File: config.mk
export PLATFORM = sky130hd
export DESIGN_NAME = lfsr_note_gen
export DESIGN_NICKNAME = d
export VERILOG_FILES = /design/src/rtl/lfsr_note_gen.sv
export SDC_FILE = /design/constraint.sdc
export NUM_CORES = 1
export LEC_CHECK = 0
export ABC_CLOCK_PERIOD_IN_PS = 2600
export CAP_MARGIN = 20
export CORE_MARGIN = 2
export CORE_UTILIZATION = 40
export DETAILED_ROUTE_END_ITERATION = 10
export PLACE_DENSITY_LB_ADDON = 0.05
export SETUP_SLACK_MARGIN = 0.2
export SLEW_MARGIN = 40
export SYNTH_ARGS = -nofsm -noshare
export SYNTH_HDL_FRONTEND = slang
export SYNTH_SLANG_ARGS = --single-unit
File: constraint.sdc
create_clock -name clk -period 2.6 [get_ports clk]
set_input_delay 0.39 -clock clk [delete_from_list [all_inputs] [get_ports clk]]
set_output_delay 0.39 -clock clk [all_outputs]
set_load 0.005 [all_outputs]
File: src/rtl/lfsr_note_gen.sv
// lfsr_note_gen
//   Galois LFSR random source with seed load, free-running step and a
//   lockup guard. A lane-draw engine turns LFSR output into a note-lane
//   index in 0..LANES-1. It uses rejection sampling, can optionally forbid
//   repeating the last issued lane, and falls back to a deterministic lane
//   once a draw has used up its retries.
//
// Ports
//   clk        system clock, all state on the rising edge
//   rst        asynchronous active-low reset
//   seed       seed value, used when load_seed is high
//   load_seed  loads seed (zero maps to SEED_DEFAULT), aborts any draw
//   step_en    advance the LFSR one step this edge
//   lane_req   request a lane draw (sampled only while idle)
//   rand_out   current LFSR state
//   lane_out   last issued lane index
//   lane_valid one-cycle pulse, lane_out is new
//   busy       high while a draw is in progress
module lfsr_note_gen #(
  parameter int unsigned       WIDTH        = 16,
  parameter logic [WIDTH-1:0]  TAPS         = 16'hB400,
  parameter logic [WIDTH-1:0]  SEED_DEFAULT = 16'hACE1,
  parameter int unsigned       LANES        = 4,
  parameter int unsigned       LANE_W       = 2,
  parameter bit                NO_REPEAT    = 1'b1,
  parameter int unsigned       MAX_TRIES    = 8
) (
  input  logic              clk,
  input  logic              rst,
  input  logic [WIDTH-1:0]  seed,
  input  logic              load_seed,
  input  logic              step_en,
  input  logic              lane_req,
  output logic [WIDTH-1:0]  rand_out,
  output logic [LANE_W-1:0] lane_out,
  output logic              lane_valid,
  output logic              busy
);

  localparam int unsigned TW = $clog2(MAX_TRIES) + 1;

  typedef enum logic {
    IDLE,
    DRAW
  } state_e;

  state_e              state_q;
  logic [WIDTH-1:0]    lfsr_q;
  logic [WIDTH-1:0]    lfsr_d;
  logic [LANE_W-1:0]   lane_q;
  logic                valid_q;
  logic                have_last_q;
  logic [TW-1:0]       tries_q;

  logic [LANE_W-1:0]   cand;
  logic                accept;
  logic                last_try;
  logic [LANE_W-1:0]   fallback_lane;

  // One Galois step; an all-zero result would lock the register, so
  // substitute the default seed.
  always_comb begin
    lfsr_d = {1'b0, lfsr_q[WIDTH-1:1]};
    if (lfsr_q[0]) begin
      lfsr_d = lfsr_d ^ TAPS;
    end
    if (lfsr_d == '0) begin
      lfsr_d = SEED_DEFAULT;
    end
  end

  // Candidate is taken from the pre-step state of the current edge.
  always_comb begin
    cand     = lfsr_q[LANE_W-1:0];
    accept   = ({1'b0, cand} < (LANE_W+1)'(LANES)) &&
               !(NO_REPEAT && have_last_q && (cand == lane_q));
    last_try = (tries_q == TW'(MAX_TRIES - 1));
    // Wrap at LANES rather than at 2^LANE_W.
    if (!have_last_q) begin
      fallback_lane = '0;
    end else if (lane_q == LANE_W'(LANES - 1)) begin
      fallback_lane = '0;
    end else begin
      fallback_lane = lane_q + LANE_W'(1);
    end
  end

  always_ff @(posedge clk or negedge rst) begin
    if (!rst) begin
      state_q     <= IDLE;
      lfsr_q      <= SEED_DEFAULT;
      lane_q      <= '0;
      valid_q     <= 1'b0;
      have_last_q <= 1'b0;
      tries_q     <= '0;
    end else if (load_seed) begin
      lfsr_q      <= (seed == '0) ? SEED_DEFAULT : seed;
      state_q     <= IDLE;
      valid_q     <= 1'b0;
      have_last_q <= 1'b0;
      tries_q     <= '0;
    end else begin
      valid_q <= 1'b0;
      // Drawing consumes one step per cycle; step_en on top still gives one.
      if (step_en || (state_q == DRAW)) begin
        lfsr_q <= lfsr_d;
      end
      case (state_q)
        IDLE: begin
          if (lane_req) begin
            state_q <= DRAW;
            tries_q <= '0;
          end
        end
        DRAW: begin
          if (accept) begin
            lane_q      <= cand;
            valid_q     <= 1'b1;
            have_last_q <= 1'b1;
            state_q     <= IDLE;
          end else if (last_try) begin
            lane_q      <= fallback_lane;
            valid_q     <= 1'b1;
            have_last_q <= 1'b1;
            state_q     <= IDLE;
          end else begin
            tries_q <= tries_q + TW'(1);
          end
        end
        default: state_q <= IDLE;
      endcase
    end
  end

  assign rand_out   = lfsr_q;
  assign lane_out   = lane_q;
  assign lane_valid = valid_q;
  assign busy       = (state_q == DRAW);

endmodule

==> impl_metrics.yaml <==
cts:
  cts_hold_buffers: 0
  clock_sinks: 25
  htreeDepth: 1
  insertion_delay_ps: 320
  cts_setup_buffers: 0
  numCtsBuffers: 3
  clock_path_buffers: 2
  clk_pin_slew_ps: 140
  cts_tree: "done"
  ctsResizeCount: 0
  cts-root-buf: "clkbuf_4"
route:
  via_per_inst: 5.56
  wl_um: 3570
  dr.pass1.iters: 4
  vias: 1290
  antenna_left: 0
  drc: 0
  drtIter0Drc: 90
  wire_per_inst_um: 15.4
sta:
  finalHoldViolCount: 0
  slew_viol_final: 0
  grt_setup_unrepaired: "false"
  maxSlewHeadroom_pct: 61.9
  whs_ps: 412
  finClkSkew_ps: 3.54
  fin_crit_ps: 2030
  fin_crit_sh_pct: 78.2
  setup_violations: 0
  finalSetupTns_ps: 0
  setup_slack_ps: 567
  fmax_ghz: 0.492
  worst_slew_pin_slew_ps: 571
setup_path:
  cp_data_required_time_ps: 2860
  slowest_delay_ps: 610
  crit_chain: "or4_4, a2111oi_4, a211oi_1, o21ai_1"
  arrival_ps: 2300
  start_kind: "flop"
  crit_type: "flop to flop"
  path_max_fanout: 11
  cp_slowest_cell: "a2111oi_4"
  critPathCaptureType: "flop"
power:
  vdd_ir_drop_max_mv: 0.220
  p_leak_uw: 0.000728
  power_density_nw_per_um2: 522
finish:
  antenna_cells: 0
  layout_common_cells: "clkdlybuf4s50_1 (40), dfrtp_1 (17), nand2_1 (14), o21ai_0 (13)"
  drive_gt1_share_pct: 11.3
  nets: 209
  post-route-util_pct: 56.3
  fill_cells: 343
  area_delta_synth_final_pct: 33.6
  fin_area_um2: 1890
  layout_commonest_cell: "clkdlybuf4s50_1"
run_status:
  status: "finished, final reports clean"
min_path:
  hp-class: "primary input to asynchronous set/reset pin"
synthesis:
  avgSynthCellArea_um2: 9.71
  synth-seq-cells: 25
  synth_cell_types: 37
  seq_area_frac_synth_pct: 44.8
  syn_inst: 146
  syn-num-nets: 168
  syn_area_um2: 1420
  yosysWarnings: 0
placement:
  hpwlAfterDp_um: 2600
  placed_cell_area_um2: 1870
  place_ws_ps: 336
  portBuffers: 40
  place.gp.congestion: 0.859
global_routing:
  grt.overflow.total: 0
  grt_pass1_wl_um: 6080
  track_usage_pct: 19.1
  grt_pass1_vias: 1286
  grt_max_degree: 26
  antenna_found_initial: 0
floorplanning:
  ioPinCount: 41
  start_util_pct: 42.2
  fp.dieW_um: 63.5
  dieArea_um2: 4040
  core_um2: 3360
  num_rows: 21
  die_height_um: 63.5
run:
  maxCapViolations: 0
worst max-delay path, delay by kind of cell, from the launching register on:
| kind | cells | cell delay [ps] |
|---|---|---|
| AND/OR/NAND/NOR | 1 | 550 |
| AO/OA/AOI/OAI | 3 | 960 |
| flip-flops | 1 | 470 |
flip-flops by register name, indices dropped and copies added, names as in the netlist:
register,cells
have_last_q,1
lane_out,2
busy,1
tries_q,4
rand_out,16
lane_valid,1
per-layer routing:
layer  vias up  global-route usage (%)  part of all wire, %
li1        623                       -                    -
met1       619                    23.5                   43
met2        40                    32.5                   50
met3         8                    4.11                  5.1
met4         0                    7.07                  1.6
met5         -                       0                    0
final cells by class:
cell class	instances	area [µm²]	share of cell area, %
inverters	2	7.51	0.396
flip-flops and latches	25	636	33.6
multi-input cells	111	737	38.9
clock buffers	4	26.3	1.39
repair buffers	44	430	22.7
well taps	46	57.6	3.04
power breakdown:
part | internal (µW) | switching, µW | leakage, µW | total (µW)
Sequential | 453 | 76.6 | 0.000297 | 529
Combinational | 172 | 109 | 0.000416 | 280
Clock | 60.1 | 119 | 0.0000150 | 179
Total | 684 | 304 | 0.000728 | 989
path summary, 6_finish.rpt:
| kind | from | end | slack [ps] | cells past startpoint |
|---|---|---|---|---|
| setup / recovery | rand_out[0] | rand_out[7] | 570 | 4 |
| max in group asynchronous | rst | rand_out[13] | 1890 | 2 |
| min in group clk | rand_out[7] | rand_out[7] | 500 | 2 |
| hold reg to reg | rand_out[7] | rand_out[7] | 500 | 2 |
| setup reg to reg | rand_out[0] | rand_out[7] | 570 | 4 |
| hold / removal | rst | lane_out[1] | 410 | 2 |
logic make-up (layout without fill, tap and decap cells):
logic type | count (synthesis) | count (layout) | share of synthesized area (%)
mux | 10 | 10 | 7.06
buf+inv | 10 | 50 | 3.18
flops | 25 | 25 | 44.8
xor+xnor | 5 | 5 | 3.09
fa+ha+maj | 1 | 1 | 0.882
simple gates | 52 | 52 | 21.4
compound gates | 43 | 43 | 19.5
synth_stat cells, drive strengths merged:
master / n / area [µm²]
nand4b: 1 / 8.76
xor2: 2 / 17.5
dfstp: 8 / 210
a2111oi: 1 / 27.5
dfrtp: 17 / 425
nand4: 3 / 18.8
nor2: 10 / 37.5
mux2i: 10 / 100
nor2b: 2 / 12.5
or3: 1 / 6.26
o22ai: 1 / 6.26
o21a: 1 / 7.51
buf: 2 / 15.0
or2: 1 / 6.26
and3: 2 / 12.5
nand3b: 1 / 7.51
nand3: 2 / 10.0
a21oi: 9 / 45.0
or4b: 1 / 10.0
o41ai: 1 / 16.3
nand2: 14 / 52.6
a2bb2oi: 1 / 8.76
nor4: 2 / 27.5
inv: 2 / 7.51
xnor2: 3 / 26.3
nor3: 1 / 5.00
or4: 7 / 56.3
ha: 1 / 12.5
o21ai: 21 / 105
and4: 3 / 26.3
a211oi: 8 / 60.1
clkbuf: 6 / 22.5
nand2b: 1 / 6.26
per-stage QoR:
stage / cells / total power, µW
finish: 232 / 989
global route: 232 / 1050
CTS: 232 / 1000
detailed placement: 228 / 817
global placement: 228 / 813
floorplan: 146 / 644
Power figures use the tool's default switching activity.
